===== src/rtl/axi_rd_arbiter_if.sv =====
// AXI4 read-channel bundle (AR + R) used on every side of axi_rd_arbiter.
//   master modport : drives AR request fields and rready, receives arready and R beats
//   slave  modport : receives AR request fields and rready, drives arready and R beats
// Parameters: ADDR_WIDTH (AR address width), DATA_WIDTH (R data width).
interface axi_rd_arbiter_if #(
  parameter int ADDR_WIDTH = 32,
  parameter int DATA_WIDTH = 64
) ();
  logic [ADDR_WIDTH-1:0] araddr;
  logic                  arvalid;
  logic [1:0]            arburst;
  logic [7:0]            arlen;
  logic [2:0]            arsize;
  logic                  arready;
  logic [DATA_WIDTH-1:0] rdata;
  logic [1:0]            rresp;
  logic                  rvalid;
  logic                  rlast;
  logic                  rready;

  modport master (
    output araddr, arvalid, arburst, arlen, arsize, rready,
    input  arready, rdata, rresp, rvalid, rlast
  );

  modport slave (
    input  araddr, arvalid, arburst, arlen, arsize, rready,
    output arready, rdata, rresp, rvalid, rlast
  );
endinterface


===== src/rtl/axi_rd_arbiter.sv =====
// Two-master, one-slave AXI4 read arbiter. One AR+R transaction is owned at a
// time; R beats are routed back to the owner and the beat count is checked
// against the granted arlen.
//   clk, rst : clock, synchronous active-high reset
//   m1       : instruction-fetch master (slave modport, we answer it)
//   m2       : memory-stage master      (slave modport, we answer it)
//   s        : memory port              (master modport, we drive it)
//   beat_err : sticky flag, burst length did not match arlen; cleared by rst
// Build option ARB_RR_EN: when defined, ties alternate between masters
// (master 2 wins the first tie); when undefined, master 2 always wins ties.
module axi_rd_arbiter #(
  parameter int ADDR_WIDTH = 32,
  parameter int DATA_WIDTH = 64
) (
  input  logic              clk,
  input  logic              rst,
  axi_rd_arbiter_if.slave   m1,
  axi_rd_arbiter_if.slave   m2,
  axi_rd_arbiter_if.master  s,
  output logic              beat_err
);

  typedef enum logic [2:0] {IDLE, AR1, AR2, R1, R2} state_t;

  state_t     state_q, state_d;
  logic [7:0] len_q;
  logic [7:0] beat_cnt;
  logic       pick2;
  logic       ar_hs;
  logic       r_hs;

`ifdef ARB_RR_EN
  // last_grant = 1 means master 1 owned the previous grant, so master 2 wins
  // the next tie; the reset value hands the first tie to master 2.
  logic last_grant;

  assign pick2 = m2.arvalid & (~m1.arvalid | last_grant);

  always_ff @(posedge clk) begin
    if (rst)
      last_grant <= 1'b1;
    else if (state_q == IDLE && state_d == AR1)
      last_grant <= 1'b1;
    else if (state_q == IDLE && state_d == AR2)
      last_grant <= 1'b0;
  end
`else
  assign pick2 = m2.arvalid;
`endif

  assign ar_hs = s.arready & ((state_q == AR1 & m1.arvalid) |
                              (state_q == AR2 & m2.arvalid));
  assign r_hs  = s.rvalid  & ((state_q == R1 & m1.rready) |
                              (state_q == R2 & m2.rready));

  // state register
  always_ff @(posedge clk) begin
    if (rst) state_q <= IDLE;
    else     state_q <= state_d;
  end

  // next state
  always_comb begin
    state_d = state_q;
    case (state_q)
      IDLE: if (m1.arvalid | m2.arvalid) state_d = pick2 ? AR2 : AR1;
      AR1:  if (m1.arvalid & s.arready) state_d = R1;
      AR2:  if (m2.arvalid & s.arready) state_d = R2;
      R1:   if (s.rvalid & m1.rready & s.rlast) state_d = IDLE;
      R2:   if (s.rvalid & m2.rready & s.rlast) state_d = IDLE;
      default: state_d = IDLE;
    endcase
  end

  // outputs: pure mux of the owner onto the slave and back; everything not
  // owned is held at 0
  always_comb begin
    s.araddr   = {ADDR_WIDTH{1'b0}};
    s.arvalid  = 1'b0;
    s.arburst  = 2'b0;
    s.arlen    = 8'd0;
    s.arsize   = 3'd0;
    s.rready   = 1'b0;
    m1.arready = 1'b0;
    m1.rdata   = {DATA_WIDTH{1'b0}};
    m1.rresp   = 2'b0;
    m1.rvalid  = 1'b0;
    m1.rlast   = 1'b0;
    m2.arready = 1'b0;
    m2.rdata   = {DATA_WIDTH{1'b0}};
    m2.rresp   = 2'b0;
    m2.rvalid  = 1'b0;
    m2.rlast   = 1'b0;
    case (state_q)
      AR1: begin
        s.araddr   = m1.araddr;
        s.arvalid  = m1.arvalid;
        s.arburst  = m1.arburst;
        s.arlen    = m1.arlen;
        s.arsize   = m1.arsize;
        m1.arready = s.arready;
      end
      AR2: begin
        s.araddr   = m2.araddr;
        s.arvalid  = m2.arvalid;
        s.arburst  = m2.arburst;
        s.arlen    = m2.arlen;
        s.arsize   = m2.arsize;
        m2.arready = s.arready;
      end
      R1: begin
        m1.rdata  = s.rdata;
        m1.rresp  = s.rresp;
        m1.rvalid = s.rvalid;
        m1.rlast  = s.rlast;
        s.rready  = m1.rready;
      end
      R2: begin
        m2.rdata  = s.rdata;
        m2.rresp  = s.rresp;
        m2.rvalid = s.rvalid;
        m2.rlast  = s.rlast;
        s.rready  = m2.rready;
      end
      default: ;
    endcase
  end

  // burst bookkeeping: beat_cnt is the index of the beat being accepted, so
  // the rlast beat must arrive exactly when beat_cnt == len_q
  always_ff @(posedge clk) begin
    if (rst) begin
      len_q    <= 8'd0;
      beat_cnt <= 8'd0;
      beat_err <= 1'b0;
    end else begin
      if (ar_hs) begin
        len_q    <= (state_q == AR2) ? m2.arlen : m1.arlen;
        beat_cnt <= 8'd0;
      end
      if (r_hs) begin
        beat_cnt <= beat_cnt + 8'd1;
        if (s.rlast ? (beat_cnt != len_q) : (beat_cnt == len_q))
          beat_err <= 1'b1;
      end
    end
  end

endmodule

===== src/flat_wrapper.sv =====
// flat-port wrapper written by rule: the top's interface ports become plain ports
module axi_rd_arbiter_flat 
#(
  parameter int ADDR_WIDTH = 32,
  parameter int DATA_WIDTH = 64
)
  (clk, rst, beat_err, m1_araddr, m1_arvalid, m1_arburst, m1_arlen, m1_arsize, m1_rready, m1_arready, m1_rdata, m1_rresp, m1_rvalid, m1_rlast, m2_araddr, m2_arvalid, m2_arburst, m2_arlen, m2_arsize, m2_rready, m2_arready, m2_rdata, m2_rresp, m2_rvalid, m2_rlast, s_araddr, s_arvalid, s_arburst, s_arlen, s_arsize, s_rready, s_arready, s_rdata, s_rresp, s_rvalid, s_rlast);
  axi_rd_arbiter_if #(.ADDR_WIDTH(ADDR_WIDTH), .DATA_WIDTH(DATA_WIDTH)) m1_i ();
  axi_rd_arbiter_if #(.ADDR_WIDTH(ADDR_WIDTH), .DATA_WIDTH(DATA_WIDTH)) m2_i ();
  axi_rd_arbiter_if #(.ADDR_WIDTH(ADDR_WIDTH), .DATA_WIDTH(DATA_WIDTH)) s_i ();
  input  logic clk;
  input  logic rst;
  output logic beat_err;
  input wire logic [$bits(m1_i.araddr)-1:0] m1_araddr;
  input wire logic [$bits(m1_i.arvalid)-1:0] m1_arvalid;
  input wire logic [$bits(m1_i.arburst)-1:0] m1_arburst;
  input wire logic [$bits(m1_i.arlen)-1:0] m1_arlen;
  input wire logic [$bits(m1_i.arsize)-1:0] m1_arsize;
  input wire logic [$bits(m1_i.rready)-1:0] m1_rready;
  output wire logic [$bits(m1_i.arready)-1:0] m1_arready;
  output wire logic [$bits(m1_i.rdata)-1:0] m1_rdata;
  output wire logic [$bits(m1_i.rresp)-1:0] m1_rresp;
  output wire logic [$bits(m1_i.rvalid)-1:0] m1_rvalid;
  output wire logic [$bits(m1_i.rlast)-1:0] m1_rlast;
  input wire logic [$bits(m2_i.araddr)-1:0] m2_araddr;
  input wire logic [$bits(m2_i.arvalid)-1:0] m2_arvalid;
  input wire logic [$bits(m2_i.arburst)-1:0] m2_arburst;
  input wire logic [$bits(m2_i.arlen)-1:0] m2_arlen;
  input wire logic [$bits(m2_i.arsize)-1:0] m2_arsize;
  input wire logic [$bits(m2_i.rready)-1:0] m2_rready;
  output wire logic [$bits(m2_i.arready)-1:0] m2_arready;
  output wire logic [$bits(m2_i.rdata)-1:0] m2_rdata;
  output wire logic [$bits(m2_i.rresp)-1:0] m2_rresp;
  output wire logic [$bits(m2_i.rvalid)-1:0] m2_rvalid;
  output wire logic [$bits(m2_i.rlast)-1:0] m2_rlast;
  output wire logic [$bits(s_i.araddr)-1:0] s_araddr;
  output wire logic [$bits(s_i.arvalid)-1:0] s_arvalid;
  output wire logic [$bits(s_i.arburst)-1:0] s_arburst;
  output wire logic [$bits(s_i.arlen)-1:0] s_arlen;
  output wire logic [$bits(s_i.arsize)-1:0] s_arsize;
  output wire logic [$bits(s_i.rready)-1:0] s_rready;
  input wire logic [$bits(s_i.arready)-1:0] s_arready;
  input wire logic [$bits(s_i.rdata)-1:0] s_rdata;
  input wire logic [$bits(s_i.rresp)-1:0] s_rresp;
  input wire logic [$bits(s_i.rvalid)-1:0] s_rvalid;
  input wire logic [$bits(s_i.rlast)-1:0] s_rlast;
  assign m1_i.araddr = m1_araddr;
  assign m1_i.arvalid = m1_arvalid;
  assign m1_i.arburst = m1_arburst;
  assign m1_i.arlen = m1_arlen;
  assign m1_i.arsize = m1_arsize;
  assign m1_i.rready = m1_rready;
  assign m1_arready = m1_i.arready;
  assign m1_rdata = m1_i.rdata;
  assign m1_rresp = m1_i.rresp;
  assign m1_rvalid = m1_i.rvalid;
  assign m1_rlast = m1_i.rlast;
  assign m2_i.araddr = m2_araddr;
  assign m2_i.arvalid = m2_arvalid;
  assign m2_i.arburst = m2_arburst;
  assign m2_i.arlen = m2_arlen;
  assign m2_i.arsize = m2_arsize;
  assign m2_i.rready = m2_rready;
  assign m2_arready = m2_i.arready;
  assign m2_rdata = m2_i.rdata;
  assign m2_rresp = m2_i.rresp;
  assign m2_rvalid = m2_i.rvalid;
  assign m2_rlast = m2_i.rlast;
  assign s_araddr = s_i.araddr;
  assign s_arvalid = s_i.arvalid;
  assign s_arburst = s_i.arburst;
  assign s_arlen = s_i.arlen;
  assign s_arsize = s_i.arsize;
  assign s_rready = s_i.rready;
  assign s_i.arready = s_arready;
  assign s_i.rdata = s_rdata;
  assign s_i.rresp = s_rresp;
  assign s_i.rvalid = s_rvalid;
  assign s_i.rlast = s_rlast;
  axi_rd_arbiter #(.ADDR_WIDTH(ADDR_WIDTH), .DATA_WIDTH(DATA_WIDTH)) u_core (.clk(clk), .rst(rst), .m1(m1_i), .m2(m2_i), .s(s_i), .beat_err(beat_err));
endmodule

===== config.mk =====
export PLATFORM = sky130hd
export DESIGN_NAME = axi_rd_arbiter_flat
export DESIGN_NICKNAME = d
export VERILOG_FILES = /design/src/rtl/axi_rd_arbiter_if.sv /design/src/rtl/axi_rd_arbiter.sv /design/src/flat_wrapper.sv
export SDC_FILE = /design/constraint.sdc
export NUM_CORES = 1
export LEC_CHECK = 0
export BUFFER_PORTS_ARGS = -buffer_cell sky130_fd_sc_hd__buf_2
export CAP_MARGIN = 0
export CORE_AREA = 2 2 135 137
export CTS_BUF_LIST = sky130_fd_sc_hd__clkbuf_16
export CTS_CLUSTER_SIZE = 12
export DETAILED_ROUTE_END_ITERATION = 8
export DIE_AREA = 0 0 137 139
export GPL_TIMING_DRIVEN = 0
export PLACE_DENSITY = 0.54
export SKIP_LAST_GASP = 1
export SLEW_MARGIN = 20
export SYNTH_ARGS = -nofsm -noshare
export SYNTH_HDL_FRONTEND = slang
export SYNTH_SLANG_ARGS = --single-unit

===== constraint.sdc =====
create_clock -name clk -period 2.7 [get_ports clk]
set_clock_uncertainty 0.1 [all_clocks]
set_input_delay 0.54 -clock clk [delete_from_list [all_inputs] [get_ports clk]]
set_output_delay 0.54 -clock clk [all_outputs]
set_load 0.01 [all_outputs]

==> results of run 1 <==
-- per-stage QoR --
step | instances | setup WS [ns]
floorplan | 356 | 0.717
global placement | 935 | 0.00122
detailed placement | 935 | 0.00318
CTS | 941 | 0.0234
global route | 941 | -0.00991
finish | 943 | 0.139
-- how the worst min path moves through the flow --
stage	from	end	slack [ns]	cells past startpoint
floorplan	u_core.beat_cnt[7]	u_core.beat_cnt[7]	0.37	1
global placement	u_core.beat_err	u_core.beat_err	0.36	2
detailed placement	u_core.beat_err	u_core.beat_err	0.36	2
CTS	u_core.beat_err	u_core.beat_err	0.38	2
global route	u_core.beat_err	u_core.beat_err	0.42	2
finish	u_core.beat_err	u_core.beat_err	0.37	2
-- logic make-up (layout without fill, tap and decap cells) --
logic type	Yosys count	after routing	share of synthesized area [%]
buf+inv	36	392	6.59
compound gates	79	79	26.0
xor+xnor	8	8	2.73
fa+ha+maj	1	1	0.488
flops	20	20	15.6
other cells	0	2	0
simple gates	212	212	48.6
-- synthesized netlist by cell type --
| cell | number |
|---|---|
| nor3_4 | 1 |
| and4bb_2 | 1 |
| nor3b_1 | 1 |
| o21a_1 | 4 |
| o31ai_1 | 1 |
| a31oi_1 | 1 |
| dfxtp_1 | 20 |
| and3b_2 | 1 |
| nand3_1 | 3 |
| buf_4 | 3 |
| inv_1 | 4 |
| nand4_1 | 2 |
| a21boi_0 | 1 |
| and2_1 | 137 |
| o311ai_1 | 1 |
| nand3b_1 | 3 |
| a311oi_1 | 10 |
| o21ai_4 | 1 |
| nand2_1 | 39 |
| a21oi_1 | 6 |
| xnor2_1 | 8 |
| a41o_1 | 1 |
| buf_2 | 6 |
| a21oi_4 | 1 |
| a211oi_1 | 6 |
| or2_2 | 1 |
| and4b_4 | 1 |
| buf_6 | 2 |
| a311oi_2 | 1 |
| a22o_1 | 37 |
| a41oi_1 | 3 |
| nor4_1 | 1 |
| or3_1 | 1 |
| a22oi_1 | 1 |
| a31o_2 | 1 |
| and3_1 | 4 |
| ha_1 | 1 |
| nand2b_1 | 3 |
| nand4b_1 | 1 |
| clkbuf_1 | 21 |
| nor3b_4 | 1 |
| o2111ai_1 | 1 |
| o21ai_0 | 2 |
| nor2_1 | 11 |
-- cells in the final DEF, fill, tap and decap left out, types with 2 or more instances in the layout --
| cell type | synthesis | final |
|---|---|---|
| nand3b_1 | 3 | 3 |
| a21oi_1 | 6 | 6 |
| and3_1 | 4 | 4 |
| nand2b_1 | 3 | 3 |
| clkbuf_16 | 0 | 3 |
| a311oi_1 | 10 | 10 |
| diode_2 | 0 | 2 |
| buf_4 | 3 | 6 |
| inv_1 | 4 | 4 |
| clkbuf_1 | 21 | 13 |
| and2_1 | 137 | 137 |
| clkbuf_2 | 0 | 7 |
| nor2_1 | 11 | 11 |
| dfxtp_1 | 20 | 20 |
| nand3_1 | 3 | 3 |
| buf_6 | 2 | 3 |
| a41oi_1 | 3 | 3 |
| a211oi_1 | 6 | 6 |
| xnor2_1 | 8 | 8 |
| nand4_1 | 2 | 2 |
| a22o_1 | 37 | 37 |
| o21ai_0 | 2 | 2 |
| nor3b_4 | 1 | 2 |
| o21a_1 | 4 | 4 |
| nand2_1 | 39 | 39 |
| buf_2 | 6 | 354 |
-- registers in the layout (all words and copies together), names as in the netlist --
signal and cells:
u_core.beat_cnt 8, u_core.len_q 8, u_core.beat_err 1, u_core.state_q 3
-- worst max-delay path: stages (launching register included) --
cell and delay, ns:
dfxtp_1 0.34, buf_4 0.19, inv_1 0.11, nor3_4 0.18, buf_4 0.16, clkbuf_2 0.26
a22o_1 0.25, buf_2 0.17
-- layout make-up --
cell class	count	area share, %
multi-input combinational	300	42.4
timing repair buffer	353	37.5
sequential	20	8.46
tap	229	6.05
buffer	31	3.54
clock buffer	3	1.59
inverter	4	0.317
antenna	2	0.106
clock inverter	1	0.0793
-- power groups by stage --
stage	Combinational, mW	Clock, mW	Sequential [mW]
after global routing	2.46	0.339	0.378
after detailed placement	2.20	0	0.378
after floorplan	1.27	0	0.371
after global placement	2.21	0	0.377
final	2.24	0.313	0.371
after CTS	2.26	0.317	0.372
-- timing repair --
action,in CTS,in global routing
hold buffers,0,0
endpoints found under the setup margin,80,35
setup buffers,3,0
pin swaps,2,0
endpoints found under the hold margin,0,0
resized for setup,6,10
-- layer usage --
layer / wire (um) / vias up / part of all wire [%] / GRT usage, %
li1: - / 1953 / - / -
met1: 5510 / 1746 / 40 / 15.4
met2: 7030 / 225 / 51 / 25.1
met3: 1150 / 9 / 8.3 / 2.05
met4: 155 / 0 / 1.1 / 2.17
met5: 0 / - / 0 / 0
==> summary.md, run 1 <==
The run finished with clean final reports. Post-route fraction of the period consumed by the critical path: 94.8%. The tools report the kind of end point of the critical path as an output pin. The footprint of the multi-input gates was 2000 um2; the detail-routed net length per standard cell was 14.7 um. The clock net in this run drives a total of 20 sinks. After synthesis, the largest area contributor takes up 33.4% of total cell area. The first global-routing pass estimated 19400 um of wire.

Clock tree synthesis inserted a total of 3 buffers. The biggest fanout along the worst timing path was 10; the flip-flop and latch count after synthesis was 20. For the full die area, the log shows 19000 um2.

Counting every net in the synthesized netlist gives 522. Measured on the finished design, the core utilization comes to 26.8%. The final net count is 879. CTS placed an instance of clkbuf_16 at the clock tree root.

In this run the mean area of a mapped cell was 7.20 um2. The post-route netlist has 54.1% of its cells at a drive strength greater than 1. The clock input transition at the sequential cells of the worst setup and hold paths was 0.06 ns; the count of distinct cell types in the synthesized netlist was 44. Of the total power, the share spent switching nets is 48.3%. Switching power: 1.41 mW. Detailed placement finished with a half-perimeter wire length of 12000 um.

No sink is reached through more buffers than the 2 on the longest clock path. Data on the critical path is required at its endpoint by 2.06 ns. The worst-margin pin slew is 0.537 ns, and the synthesized area is 2560 um2. The largest total area in the synthesized netlist belongs to and2_1. In this run the core area contains 49 standard-cell rows. Worst-skew pair later-pin latency: 0.26 ns. The run gives 0 as the final hold violation count. Tracing the worst setup path back leads to its startpoint at u_core.state_q[1].

The count of port buffers added during placement is 350, and the maximum clock frequency is 0.391 GHz. The initial antenna violation count was 2. After filler insertion, the fill cell instance count of the layout stands at 1989.

The worst reg2reg path startpoint was u_core.state_q[1]. The detailed router finished its first iteration with 118 violations. After detailed routing, the number of vias per cell comes to 4.17.

The total wire length came out at 13900 um. The critical path in this run is classified as reg -> out. The tools report the number of max-slew violations in the final report as 0. Global routing used 13.1% of the available tracks. Startpoint type of the worst setup path: a register.

Entering global routing, the biggest net connects 12 pins. The path class of the tightest hold or removal check is reg -> reg. The data arrival time at the worst-slack endpoint was 1.92 ns. In this run the count of I/O pins placed on the die edge is 351. Gate count after technology mapping: 356.

The congestion estimate from routability-driven global placement came to 0.858. The remaining routing DRC violations was 0. For the count of final setup violators, the log shows 0. Final hold analysis gives a worst-case slack of 0.367 ns. Counting I/O delays and the setup requirement, the final critical path takes 2.56 ns. Setup repair after global routing could not meet its margin everywhere. Power comes to 2.92 mW. Once detail routing completed, the nets flagged for antenna violations numbered 0. The share of the Yosys chip area taken by registers is 15.6%. The region available for standard cell placement spans 17700 um2. Dividing total power by cell area gives a power density of 618 nW/um2. The H-tree level count was 1.

The maximum vdd drop was 0.342 mV. The overall die width came out at 137 um. The area overhead of the layout relative to synthesis is 84.7%, and the reg-to-reg setup timing slack is 0.92 ns. Measured along the y axis, the die boundary spans 139 um. The tools report the part of the total power dissipated in combinational logic as 76.6%. Across the run, the number of max-cap violations was 0. Once layout is done, the placed cells without fillers occupy 4730 um2.

Internal power comes to 1.51 mW. In the post-synthesis netlist, the biggest area contributors are and2_1 (33%), dfxtp_1 (16%), a22o_1 (13%). The initial utilization of the core area, before any placement, comes to 14.5%.

The total overflow left after global routing is 0. Summing all flip-flop and latch instances after layout gives 400 um2. The register share of total power is 12.7%. In this run the static leakage power is 2.81 nW. The clock network accounts for 10.7% of the total power. The number of iterations in the first detailed-routing pass came out at 4.

For the final routed database, the setup TNS stands at 0 ns. The detailed-route via count was 3933; the worst relative slew slack was 64.2%. For this run, the number of Yosys warnings is 0. Counting cells, the worst reg-to-reg path comes to 6.

TritonCTS built the clock tree. Once placement finished, the instance area stood at 4600 um2. The tools report the critical path capture point as s_araddr[8]. The endpoint identified for the worst register-to-register timing path is u_core.len_q[6].

The tools report the number of global-route vias before repair as 3558.
(Power assumes the default switching activity.)
==> run 2: changes to the inputs <==
- MAX_ROUTING_LAYER: not set -> met4
==> summary.md, run 2 (synthesis gave the netlist of run 1 again) <==
The critical path goes through buf_4, inv_1, nor3_4, buf_4, clkbuf_2, a22o_1, buf_2. For the worst-skew pair later-pin latency, the log shows 0.25 ns (about the same). Area overhead of the layout relative to synthesis: 84.7% (unchanged). Setup repair after global routing could not meet its margin everywhere. The delay of the slowest cell on the worst path is 0.34 ns (about the same). The worst setup path is launched from a register. The final hold violation count was 0 (unchanged).

The library cells used most frequently in the layout, excluding fill and tap cells, are buf_2 (354), and2_1 (137), nand2_1 (39). In this run the clock root is driven by a clkbuf_16. The tools report the launch point of the worst hold path as u_core.beat_err. The core region area is 17700 um2 (unchanged), and the share of final-layout standard cells stronger than drive strength 1 is 54.1% (unchanged). TritonCTS built the clock tree. The number of max-slew violations in the final report is 0 (unchanged), and the switching power share of the total is 48.3% (about the same). The post-route fraction of the period consumed by the critical path is 94.7% (-0.12 points). For the count of max-cap constraint violations, the log shows 0 (unchanged). In this run the critical register-to-register path is captured at u_core.len_q[6]. The cell count of the worst hold path works out to 2 (unchanged). The tools report the number of hold buffers added after cts as 0 (unchanged). The largest registers in the layout are u_core.beat_cnt: 8 flops, u_core.len_q: 8 flops, u_core.state_q: 3 flops. The routing usage on met3 is 1.83% (-0.22 points). The clock share of power came out at 10.7% (about the same).

The number of global-route vias before repair came out at 3548 (-0.28%). Biggest fanout along the worst timing path: 10 (unchanged). The routed via count divided by cell count was 4.17 (unchanged). The worst register-to-register path begins at u_core.state_q[1]. The hold slack was 0.367 ns (-0.0000760 ns). The worst setup path is of the reg -> out kind. Total wire length: 13900 um (about the same). The worst relative slew slack is 65.2% (+0.97 points), and the total power divided by cell area is 617 nW/um2 (about the same). The minimum clock period after layout came out at 2.56 ns (-0.00324 ns).

The I/O pin count was 351 (unchanged); the number of buffers created by CTS was 3 (unchanged). For the H-tree level count, the log shows 1 (unchanged). The tools report the effective utilization at floorplan as 14.5% (unchanged).

The count of clock tree sinks came out at 20 (unchanged). The maximum vdd drop is 0.343 mV (+0.19%). The met2 routing resource usage after global routing is 25.0% (-0.026 points), and the number of iterations in the first detailed-routing pass is 4 (unchanged). The maximum number of pins on one net before global-route repair is 12 (unchanged). The number of filler cells placed in the layout was 1989 (unchanged); the wire length of the first global-routing pass was 19500 um (+0.18%). Cell with the most instances on the worst path: buf_4. The flow ran to the end, and the final reports show no timing, DRC or antenna violations.

The tools report the remaining routing DRC violations as 0 (unchanged). The cell-internal power was 1.51 mW (about the same); the count of port buffers added during placement was 350 (unchanged). The worst hold path terminates at u_core.beat_err. The clock input transition at the sequential cells of the worst setup and hold paths was 0.06 ns (about the same); the data arrival time at the worst-slack endpoint was 1.92 ns (about the same). The required time reported for the critical path endpoint is 2.06 ns (about the same), and the leakage power of the design is 2.81 nW (unchanged).

The vertical die dimension is 139 um (unchanged), and the full die area is 19000 um2 (unchanged). The overall routing resource usage is 13.6% (+0.41 points). The library cell used most frequently in the layout, excluding fill and tap cells, is buf_2. For the final net count, the log shows 879 (unchanged). The worst-margin pin slew was 0.522 ns (-0.0146 ns). The tools report the starting DRC count in detailed routing as 126 (+6.8%). The path class of the tightest hold or removal check is reg -> reg. The detail-routed net length per standard cell is 14.7 um (about the same).

Site row count: 49 (unchanged). On the critical path the largest part of the delay comes from buffers and inverters. The setup TNS came out at 0 ns (unchanged).

Maximum buffer depth of the clock tree: 2 (unchanged). The number of cells on the worst reg-to-reg path was 6 (unchanged). The initial antenna violation count came out at 2 (unchanged).

The run gives 12000 um (unchanged) as the HPWL after detailed placement. The logs give 0.92 ns (about the same) for the reg-to-reg setup timing slack and 76.6% (about the same) for the part of the total power dissipated in combinational logic. The tools report the antenna violation net count after detailed routing as 0 (unchanged).

The register share of total power is 12.7% (about the same). Met1 layer usage reported by global route: 15.6% (+0.22 points). The count of buffering cells on the critical path with inverters included is 5 (unchanged), and the final weighted congestion in routability-driven placement is 0.872 (+1.6%).

The overall die width is 137 um (unchanged). The tools report the kind of end point of the critical path as an output pin. For the maximum clock frequency, the log shows 0.391 GHz (+0.13%).

The run gives 1.41 mW (-0.14%) as the switching power. The overall overflow remaining after global route is 0 (unchanged). The count of final setup violators is 0 (unchanged).

The run gives 3933 (unchanged) as the detailed-route via count. The slowest stage of the critical path belongs to the cell dfxtp_1. After global routing, the most crowded layer is met2.
==> run 2: layout make-up <==
type                    count  area (um2)  area share [%]
well taps                 229         287            6.05
clock buffers               3        75.1            1.59
plain buffers              31         168            3.54
repair buffers            353        1770            37.5
diodes                      2        5.00           0.106
clock inverters             1        3.75          0.0793
flip-flops and latches     20         400            8.46
inverters                   4        15.0           0.317
multi-input cells         300        2000            42.4
==> run 2: worst max path at each step <==
stage | slack [ns] | to | from | cells after the start
5_1_grt | -0.01 | m1_rdata[48] | u_core.state_q[0] | 5
4_1_cts | 0.02 | s_araddr[8] | u_core.state_q[0] | 6
3_5_place_dp | 0.003 | m1_rdata[45] | u_core.state_q[2] | 6
6_report | 0.14 | s_araddr[8] | u_core.state_q[1] | 7
3_3_place_gp | 0.001 | m2_rdata[47] | u_core.state_q[0] | 6
2_1_floorplan | 0.72 | m2_rdata[44] | u_core.state_q[0] | 5
==> run 2: layer usage <==
layer / wire length [um] / part of all wire, %
met2: 7030 / 51
met3: 1090 / 7.9
met5: 0 / 0
met4: 141 / 1.0
met1: 5590 / 40
==> run 2: through the flow <==
step,std cells,util (%),setup WS [ns],total power [mW],area (um2)
final,943,26.8,0.143,2.92,4730
after global routing,943,26.8,-0.00991,3.18,4730
after CTS,941,26.7,0.0234,2.95,4720
after detailed placement,935,26.1,0.00318,2.58,4600
after global placement,935,26.1,0.00122,2.58,4600
after floorplan,356,-,0.717,1.64,2560
==> run 2: timing repair <==
item | in CTS | in global routing
resized for setup | 6 | 10
endpoints found under the setup margin | 80 | 35
pin swaps | 2 | 0
setup buffers | 3 | 0
==> run 2: power groups by stage <==
stage | Combinational (mW) | Clock (mW) | Sequential (mW)
2_1_floorplan | 1.27 | 0 | 0.371
3_3_place_gp | 2.21 | 0 | 0.377
3_5_place_dp | 2.20 | 0 | 0.378
4_1_cts | 2.26 | 0.317 | 0.372
5_1_grt | 2.46 | 0.341 | 0.378
6_report | 2.24 | 0.311 | 0.371
==> run 2: worst min-delay path: stages (launching register included) <==
cell,delay [ns]
dfxtp_1,0.32
nand2_1,0.05
o311ai_1,0.07
